--- src/rtl/dual_issue_scheduler.sv ---
// rtl/dual_issue_scheduler.sv - dual-issue RV32I scheduler with load-use scoreboard and branch hold
//
// Purpose: decides each cycle whether the two oldest window instructions issue
// (0, 1 or 2 of them), drives the window flow-control flags, and registers the
// issue slots towards the execute pipes.
// Optional feature macro: SCHED_PERF_EN (adds perf_issued / perf_stall counters).
//
// Ports:
//   clk, rst                 clock, asynchronous active-high reset
//   nothing_filled           window empty
//   instruction0/1           oldest / next instruction in the window
//   exec_ready               execute pipes can accept this cycle
//   freeze1, freeze2         window must not slide / must not advance PC (comb)
//   dependency_on_ins2       only ins0 issues, window slides by one (comb)
//   issue0_valid/_instr      pipe-0 slot (registered)
//   issue1_valid/_instr      pipe-1 slot (registered)
//   perf_issued, perf_stall  issued-instruction and frozen-cycle counters (SCHED_PERF_EN)

module dual_issue_scheduler #(
    parameter int LOAD_LAT   = 2,
    parameter int BRANCH_LAT = 2
`ifdef SCHED_PERF_EN
    ,
    parameter int PERF_W     = 32
`endif
) (
    input  logic        clk,
    input  logic        rst,
    input  logic        nothing_filled,
    input  logic [31:0] instruction0,
    input  logic [31:0] instruction1,
    input  logic        exec_ready,
    output logic        freeze1,
    output logic        freeze2,
    output logic        dependency_on_ins2,
    output logic        issue0_valid,
    output logic [31:0] issue0_instr,
    output logic        issue1_valid,
    output logic [31:0] issue1_instr
`ifdef SCHED_PERF_EN
    ,
    output logic [PERF_W-1:0] perf_issued,
    output logic [PERF_W-1:0] perf_stall
`endif
);

    localparam logic [6:0] OPC_LUI    = 7'b0110111;
    localparam logic [6:0] OPC_AUIPC  = 7'b0010111;
    localparam logic [6:0] OPC_JAL    = 7'b1101111;
    localparam logic [6:0] OPC_JALR   = 7'b1100111;
    localparam logic [6:0] OPC_BRANCH = 7'b1100011;
    localparam logic [6:0] OPC_LOAD   = 7'b0000011;
    localparam logic [6:0] OPC_STORE  = 7'b0100011;
    localparam logic [6:0] OPC_OP     = 7'b0110011;

    typedef enum logic [0:0] {RUN, BR_WAIT} state_t;

    function automatic logic uses_rs1(input logic [6:0] opc);
        return !(opc == OPC_LUI || opc == OPC_AUIPC || opc == OPC_JAL);
    endfunction

    function automatic logic uses_rs2(input logic [6:0] opc);
        return (opc == OPC_BRANCH || opc == OPC_STORE || opc == OPC_OP);
    endfunction

    function automatic logic writes_rd(input logic [6:0] opc, input logic [4:0] rd);
        return !(opc == OPC_BRANCH || opc == OPC_STORE) && (rd != 5'd0);
    endfunction

    function automatic logic is_ctrl(input logic [6:0] opc);
        return (opc == OPC_BRANCH || opc == OPC_JAL || opc == OPC_JALR);
    endfunction

    function automatic logic is_mem(input logic [6:0] opc);
        return (opc == OPC_LOAD || opc == OPC_STORE);
    endfunction

    state_t     state, state_nx;
    logic [2:0] bcnt, bcnt_nx;
    logic [2:0] cnt [0:31];   // cnt[0] stays 0 so x0 reads never stall

    logic [6:0] opc0, opc1;
    logic [4:0] rd0, rs1_0, rs2_0, rd1, rs1_1, rs2_1;
    logic       w0, w1, haz0, haz1, raw01, blk0, can_dual;
    logic       do0, do1, ld0, ld1;

    assign opc0  = instruction0[6:0];
    assign rd0   = instruction0[11:7];
    assign rs1_0 = instruction0[19:15];
    assign rs2_0 = instruction0[24:20];
    assign opc1  = instruction1[6:0];
    assign rd1   = instruction1[11:7];
    assign rs1_1 = instruction1[19:15];
    assign rs2_1 = instruction1[24:20];

    assign w0 = writes_rd(opc0, rd0);
    assign w1 = writes_rd(opc1, rd1);

    // Pending load results; ALU results are forwarded and never create entries.
    assign haz0 = (uses_rs1(opc0) && cnt[rs1_0] != 3'd0) || (uses_rs2(opc0) && cnt[rs2_0] != 3'd0);
    assign haz1 = (uses_rs1(opc1) && cnt[rs1_1] != 3'd0) || (uses_rs2(opc1) && cnt[rs2_1] != 3'd0);

    // ins1 reading ins0's destination in the same cycle cannot be forwarded.
    assign raw01 = w0 && ((uses_rs1(opc1) && rs1_1 == rd0) || (uses_rs2(opc1) && rs2_1 == rd0));

    assign blk0 = nothing_filled || (instruction0 == 32'd0) || haz0;

    assign can_dual = (instruction1 != 32'd0) && !raw01 && !haz1
                   && !(w0 && w1 && rd0 == rd1)
                   && !(is_mem(opc0) && is_mem(opc1))
                   && !is_ctrl(opc0) && !is_ctrl(opc1);

    always_comb begin
        state_nx           = state;
        bcnt_nx            = bcnt;
        freeze1            = 1'b0;
        freeze2            = 1'b0;
        dependency_on_ins2 = 1'b0;
        do0                = 1'b0;
        do1                = 1'b0;
        case (state)
            RUN: begin
                if (nothing_filled) begin
                    // leave the window free to fill
                end else if (!exec_ready || blk0) begin
                    freeze1 = 1'b1;
                    freeze2 = 1'b1;
                end else begin
                    do0 = 1'b1;
                    if (can_dual) begin
                        do1 = 1'b1;
                    end else begin
                        dependency_on_ins2 = 1'b1;
                    end
                    // CTRL never dual-issues, so only ins0 can be the redirect.
                    if (is_ctrl(opc0)) begin
                        state_nx = BR_WAIT;
                        bcnt_nx  = 3'(BRANCH_LAT);
                    end
                end
            end
            BR_WAIT: begin
                freeze1 = 1'b1;
                freeze2 = 1'b1;
                bcnt_nx = bcnt - 3'd1;
                if (bcnt <= 3'd1) begin
                    state_nx = RUN;
                end
            end
            default: state_nx = RUN;
        endcase
    end

    // At most one load issues per cycle because two MEM ops never pair.
    assign ld0 = do0 && (opc0 == OPC_LOAD) && (rd0 != 5'd0);
    assign ld1 = do1 && (opc1 == OPC_LOAD) && (rd1 != 5'd0);

    always_ff @(posedge clk or posedge rst) begin
        if (rst) begin
            state <= RUN;
            bcnt  <= 3'd0;
            for (int i = 0; i < 32; i++) begin
                cnt[i] <= 3'd0;
            end
        end else begin
            state <= state_nx;
            bcnt  <= bcnt_nx;
            for (int i = 1; i < 32; i++) begin
                if ((ld0 && rd0 == 5'(i)) || (ld1 && rd1 == 5'(i))) begin
                    cnt[i] <= 3'(LOAD_LAT);
                end else if (cnt[i] != 3'd0) begin
                    cnt[i] <= cnt[i] - 3'd1;
                end
            end
        end
    end

    always_ff @(posedge clk or posedge rst) begin
        if (rst) begin
            issue0_valid <= 1'b0;
            issue0_instr <= 32'd0;
            issue1_valid <= 1'b0;
            issue1_instr <= 32'd0;
        end else begin
            issue0_valid <= do0;
            issue0_instr <= do0 ? instruction0 : 32'd0;
            issue1_valid <= do1;
            issue1_instr <= do1 ? instruction1 : 32'd0;
        end
    end

`ifdef SCHED_PERF_EN
    always_ff @(posedge clk or posedge rst) begin
        if (rst) begin
            perf_issued <= '0;
            perf_stall  <= '0;
        end else begin
            perf_issued <= perf_issued + PERF_W'(do0) + PERF_W'(do1);
            perf_stall  <= perf_stall + PERF_W'(freeze1);
        end
    end
`endif

endmodule

--- config.mk ---
export PLATFORM = sky130hd
export DESIGN_NAME = dual_issue_scheduler
export DESIGN_NICKNAME = d
export VERILOG_FILES = /design/src/rtl/dual_issue_scheduler.sv
export SDC_FILE = /design/constraint.sdc
export NUM_CORES = 1
export LEC_CHECK = 0
export BUFFER_PORTS_ARGS = -buffer_cell sky130_fd_sc_hd__buf_2
export CORE_ASPECT_RATIO = 1.4
export CORE_MARGIN = 10
export CORE_UTILIZATION = 39
export CTS_CLUSTER_SIZE = 40
export DETAILED_ROUTE_END_ITERATION = 8
export MAX_ROUTING_LAYER = met4
export PLACE_DENSITY = 0.61
export SYNTH_ARGS = -nofsm -noshare
export SYNTH_HDL_FRONTEND = slang
export SYNTH_SLANG_ARGS = --single-unit
--- constraint.sdc ---
create_clock -name clk -period 5.6 [get_ports clk]
set_input_delay 0.56 -clock clk [delete_from_list [all_inputs] [get_ports clk]]
set_output_delay 0.56 -clock clk [all_outputs]
set_load 0.02 [all_outputs]
== Word level (Yosys, flattened, before mapping) ==
Cells that the tools add are included.
Word-level totals
  logic and storage cells: 479
  bits of input ports: 68
  output and inout port bits: 69
  register bits after elaboration: 163
Operators by class
  bitwise operators: 5
  add/sub/neg operators: 32
  multiplexer cells: 99
  order comparisons: 5
  reduce and logical (&&, ||, !) cells: 217
  equal/unequal tests: 84
Operator list (count)
  $mux 3: 73
  $eq 5x5->1 const B: 32
  $reduce_bool 3->1: 35
  $sub 3x1->3 const B: 32
  $logic_and 1x1->1: 84
  $eq 5x4->1 const B: 16
  $mux 32: 2
  $reduce_bool 2->1: 31
  $bmux 3 s5: 4
  $logic_or 1x1->1: 51
  $eq 7x6->1 const B: 6
  $eq 7x7->1 const B: 6
  $eq 5x3->1 const B: 8
  $logic_not 32->1: 1
  $reduce_bool 32->1: 1
  $ge 6x6->1 const B: 4
  $not 5->6: 4
  $eq 5x2->1 const B: 4
  $mux 1: 17
  $eq 5x5->1: 3
  $eq 7x2->1 const B: 2
  $eq 7x5->1 const B: 2
  $logic_not 1->1: 11
  $eq 5x1->1 const B: 2
  7 further kinds: 11

== Depth between registers and ports, before layout ==
  word-level depth: 23
  mapped depth: 12
  gate-level depth less buffers: 8

== Least setup slack after synthesis ==
OpenSTA, ideal clock, no wires.
  kind: input-to-output
  from: input port instruction0[15]
  to: output port dependency_on_ins2
  arrival time: 2.633 ns
  stages on the path: 10
  data required time: 5.040 ns
  buffers on the path: 2
  setup slack: 2.407 ns
  path through: buf_2 -> inv_1 -> mux4_2 -> and3_4 -> nor4_4 -> a211o_1 -> nand3_2 -> inv_2 -> buf_2 -> and2_1
On the way
  cells in the longest elaborated chain, start to end: 12
  elaborated cells between the ends (all ways): 14
  those cells by class: 6 x mux; 1 x bitwise; 7 x reduce/logical
RTL lines
  start: declaration: RTL line 30  | input logic [31:0] instruction0,
  $not 5->6 (implied by the code): RTL line 100  | assign haz0 = (uses_rs1(opc0) && cnt[rs1_0] != 3'd0) || (uses_rs2(opc0) && cnt[rs2_0] != 3'd0);
  $bmux 3 s5: RTL line 100
  $mux 3 (implied by the code) (2 in series): RTL line 100
  $reduce_bool 3->1: RTL line 100
  $logic_and 1x1->1: RTL line 100
  $logic_or 1x1->1: RTL line 100
  $logic_or 1x1->1 (*): RTL line 106  | assign blk0 = nothing_filled || (instruction0 == 32'd0) || haz0;
  $logic_or 1x1->1 (*): RTL line 125  | end else if (!exec_ready || blk0) begin
  $mux 1 (*): RTL line 125
  $mux 1 (*): RTL line 123  | if (nothing_filled) begin
  $mux 1 (*): RTL line 121  | case (state)
  end: declaration: RTL line 35  | output logic dependency_on_ins2,
Every way passes the cells marked *; elsewhere a longest branch is shown, timed or not. The select of a mux whose other input is x is not followed.

== Worst setup path in the final report ==
  from: register cnt[17] (netlist name)
  to: output port dependency_on_ins2
On the way
  cells in the longest elaborated chain, start to end: 16
  elaborated cells between the ends (all ways): 34
  those cells by class: 16 x mux; 18 x reduce/logical
RTL lines
  start: declaration: RTL line 80  | logic [2:0] cnt [0:31];
  start signal: indexed assignment: RTL line 170  | cnt[i] <= 3'(LOAD_LAT);
  start signal: indexed assignment: RTL line 172  | cnt[i] <= cnt[i] - 3'd1;
  $bmux 3 s5: RTL line 101  | assign haz1 = (uses_rs1(opc1) && cnt[rs1_1] != 3'd0) || (uses_rs2(opc1) && cnt[rs2_1] != 3'd0);
  $mux 3 (implied by the code) (2 in series): RTL line 101
  $reduce_bool 3->1: RTL line 101
  $logic_and 1x1->1: RTL line 101
  $logic_or 1x1->1: RTL line 101
  $logic_not 1->1: RTL line 108  | assign can_dual = (instruction1 != 32'd0) && !raw01 && !haz1
  $logic_and 1x1->1: RTL line 108
  $logic_and 1x1->1: RTL line 109  | && !(w0 && w1 && rd0 == rd1)
  $logic_and 1x1->1: RTL line 110  | && !(is_mem(opc0) && is_mem(opc1))
  $logic_and 1x1->1 (2 in series): RTL line 111  | && !is_ctrl(opc0) && !is_ctrl(opc1);
  $mux 1: RTL line 130  | if (can_dual) begin
  $mux 1 (*): RTL line 125
  $mux 1 (*): RTL line 123
  $mux 1 (*): RTL line 121
Marks and branches as above.

==> summary.md <==
| Metric | Value |
|---|---|
| Area of the core | 27000 um^2 |
| Layout cells sized above 1 | 0.184 |
| Slowest CP cell | nor3_1 |
| Peak VDD IR | 0.182 mV |
| Max-cap violations | 0 |
| Commonest non-fill, non-tap cell in the layout | dfrtp_1 |
| Resized cells post-CTS | 0 |
| Synth Flop Type | dfrtp_1 |
| TritonCTS clock tree | built |
| P_leak | 5.62 nW |
| Achievable frequency | 257 MHz |
| Number of synthesized flops with an enable pin | 0 |
| Largest family of logic cells by synthesized area | simple AND/OR/NAND/NOR gates |
| H-tree Lvls | 4 |
| Kind of critical path | reg2out |
| First-pass GRT wire length | 54000 um |
| R2r setup slk | 2.17 ns |
| Crit path max fanout | 4 |
| Cell Pwr Density | 490 nW/um^2 |
| Worst slew margin | 0.196 |
| Tot Pwr | 6.02 mW |
| Setup Fix Bufs, Post-CTS | 0 |
| First-iteration detailed-routing DRC count | 767 |
| Cell mode on critical path | a2111oi_0 |
| WL/cell | 20.1 um |
| Critical path endpoint category | primary output |
| Post-Syn Nets | 1350 |
| Worst Reg-to-Reg Cells | 8 |
| Worst R2R End | cnt[45]$_DFFE_PP0P_ |
| DR pass1 iterations | 5 |
| CP startpoint kind | flip-flop |
| Starting Density | 0.398 |
| Critical Path, Cell by Cell | nor3_1, a2111oi_0, a2111oi_0, o41a_2, nand3_2, clkinv_2, and2_1, buf_2 |
| Via count | 9545 |
| Register bit count reported by yosys | 163 |
| Post-route antenna net violation count | 0 |
| XOR/XNOR Fraction of Synth Area | 0.0375 |
| Clock buffer depth | 2 |
| Final Skew | 0.0103 ns |
| Sequential area share after synthesis | 0.379 |
| Total wire length | 34000 um |
| Clk sink count | 163 |
| Final HPWL DP | 25200 um |
| Mean post-synth cell area | 8.83 um^2 |
| Adder-Cell Fraction of Synth Area | 0.0745 |
| Final Hold Viols | 0 |
| Initial antenna violation count | 3 |
| Post-Synth Simple-Gate Area | 0.206 |
| Async SR Flop Fraction | 1.00 |
| Worst Path Buf+Inv | 2 |
| Root buf cell | clkbuf_16 |
| Number of port buffers | 136 |
| Mapped Area | 10800 um^2 |
| Worst EP arrival | 3.33 ns |
| Post-layout nets | 1446 |
| Vias per cell | 5.63 |
| Synthesized instance count | 1218 |
| CTS Buf Count | 17 |
| Fillers | 2705 |
| Number of global-route vias before repair | 9458 |
| Synth cell types | 67 |
| All-Layer GR Usage | 0.203 |
| Pins Over Slew Limit | 0 |
| Fraction of synthesized area in multiplexers | 0.0447 |
| Status | finished clean |
| Setup TNS | 0 ns |
| Final min period | 3.89 ns |
| Die Ht | 216 um |
| DRC | 0 |
| CTS Hold Bufs | 0 |
| # rows | 71 |
| CP max stage delay | 0.78 ns |
| Final setup violation count | 0 |
| Compound-Gate Fraction of Synth Area | 0.175 |
| Ratio of final minimum period to clock period | 0.694 |
| Most frequent cells in the layout | dfrtp_1 (163), buf_2 (136), inv_1 (130) |
| Overflow after GRT | 0 |
| Top delay family on crit path | compound AO/OA/AOI/OAI gates |
| Worst path required time | 5.04 ns |
| Die area | 34700 um^2 |
| Slew @ Worst Pin | 1.20 ns |
| RePlAce Congestion | 0.965 |
| Synth-to-layout area growth | 14.3% |
| Synth warnings | 3 |
| Reg2Reg Launch Point | cnt[17]$_DFFE_PP0P_ |
| RSZ-0062 raised after global routing | no |
| Chip Width | 160 um |
| Largest net degree at the start of global routing | 125 |
| Hold Path Class | in2async |
| Io pins | 137 |
| CTS clk-pin slew, worst paths | 0.06 ns |
| Worst-skew pair later-pin latency | 0.45 ns |
[routing by layer]
metal | vias to the layer above | GRT usage | share of wire
met2 | 372 | 0.336 | 0.50
li1 | 4500 | - | -
met5 | - | - | 0
met1 | 4591 | 0.225 | 0.39
met4 | 0 | 0.100 | 0.042
met3 | 82 | 0.0493 | 0.070
[state kept, by name, summed over array words and instances, names as in the netlist]
| signal | flops |
|---|---|
| bcnt | 3 |
| cnt | 93 |
| issue0_instr | 32 |
| issue0_valid | 1 |
| issue1_instr | 32 |
| issue1_valid | 1 |
| state | 1 |
[power breakdown]
group / switching (mW) / internal, mW
clock: 0.487 / 0.825
combinational: 1.47 / 1.26
sequential: 0.373 / 1.60
total: 2.33 / 3.68
[per-stage QoR]
step	hold slack (ns)	instance area, um^2	util	instances	setup WS (ns)
finish	0.182	12300	0.455	1694	1.71
global route	0.218	12300	0.455	1694	1.60
CTS	0.192	12300	0.455	1691	1.75
detailed placement	0.507	11600	0.431	1660	2.00
global placement	0.505	11600	0.431	1660	2.01
floorplan	0.482	10800	-	1218	0.635
[kinds of logic after synthesis]
family	Yosys count
simple gates	405
compound gates	307
buf+inv	206
flops	163
fa+ha+maj	64
xor+xnor	46
mux	27
[synth_stat cells (all sizes together) (27+ instances only)]
cell / n / area (um^2)
nand2: 97 / 364
ha: 64 / 801
clkbuf: 37 / 139
a21oi: 87 / 435
o31ai: 27 / 203
xnor2: 37 / 324
nand3: 33 / 170
inv: 133 / 499
nor3: 108 / 686
o21ai: 104 / 521
a21o: 31 / 233
and2: 32 / 200
nor2: 45 / 169
nor4: 31 / 209
buf: 35 / 250
dfrtp: 163 / 4080
[worst max-delay path by stage]
stage,slack (ns),to,startpoint,cells after the start
floorplan,0.64,bcnt[0]$_DFFE_PP0P_,rst,1
global placement,2.01,freeze1,instruction0[21],9
CTS,1.75,dependency_on_ins2,cnt[62]$_DFFE_PP0P_,9
global route,1.60,dependency_on_ins2,cnt[17]$_DFFE_PP0P_,8
detailed placement,2.00,freeze2,instruction0[21],9
finish,1.71,dependency_on_ins2,cnt[17]$_DFFE_PP0P_,8
[cell type report]
| type | instances | area (um^2) | area share |
|---|---|---|---|
| antenna | 3 | 7.51 | 0.000611 |
| sequential | 163 | 4080 | 0.332 |
| timing repair buffer | 149 | 791 | 0.0644 |
| clock buffer | 23 | 478 | 0.0389 |
| inverter | 134 | 509 | 0.0415 |
| clock inverter | 8 | 174 | 0.0142 |
| tap | 365 | 457 | 0.0372 |
| multi-input combinational | 849 | 5790 | 0.471 |
No activity file was read; power rests on OpenSTA's default activity.
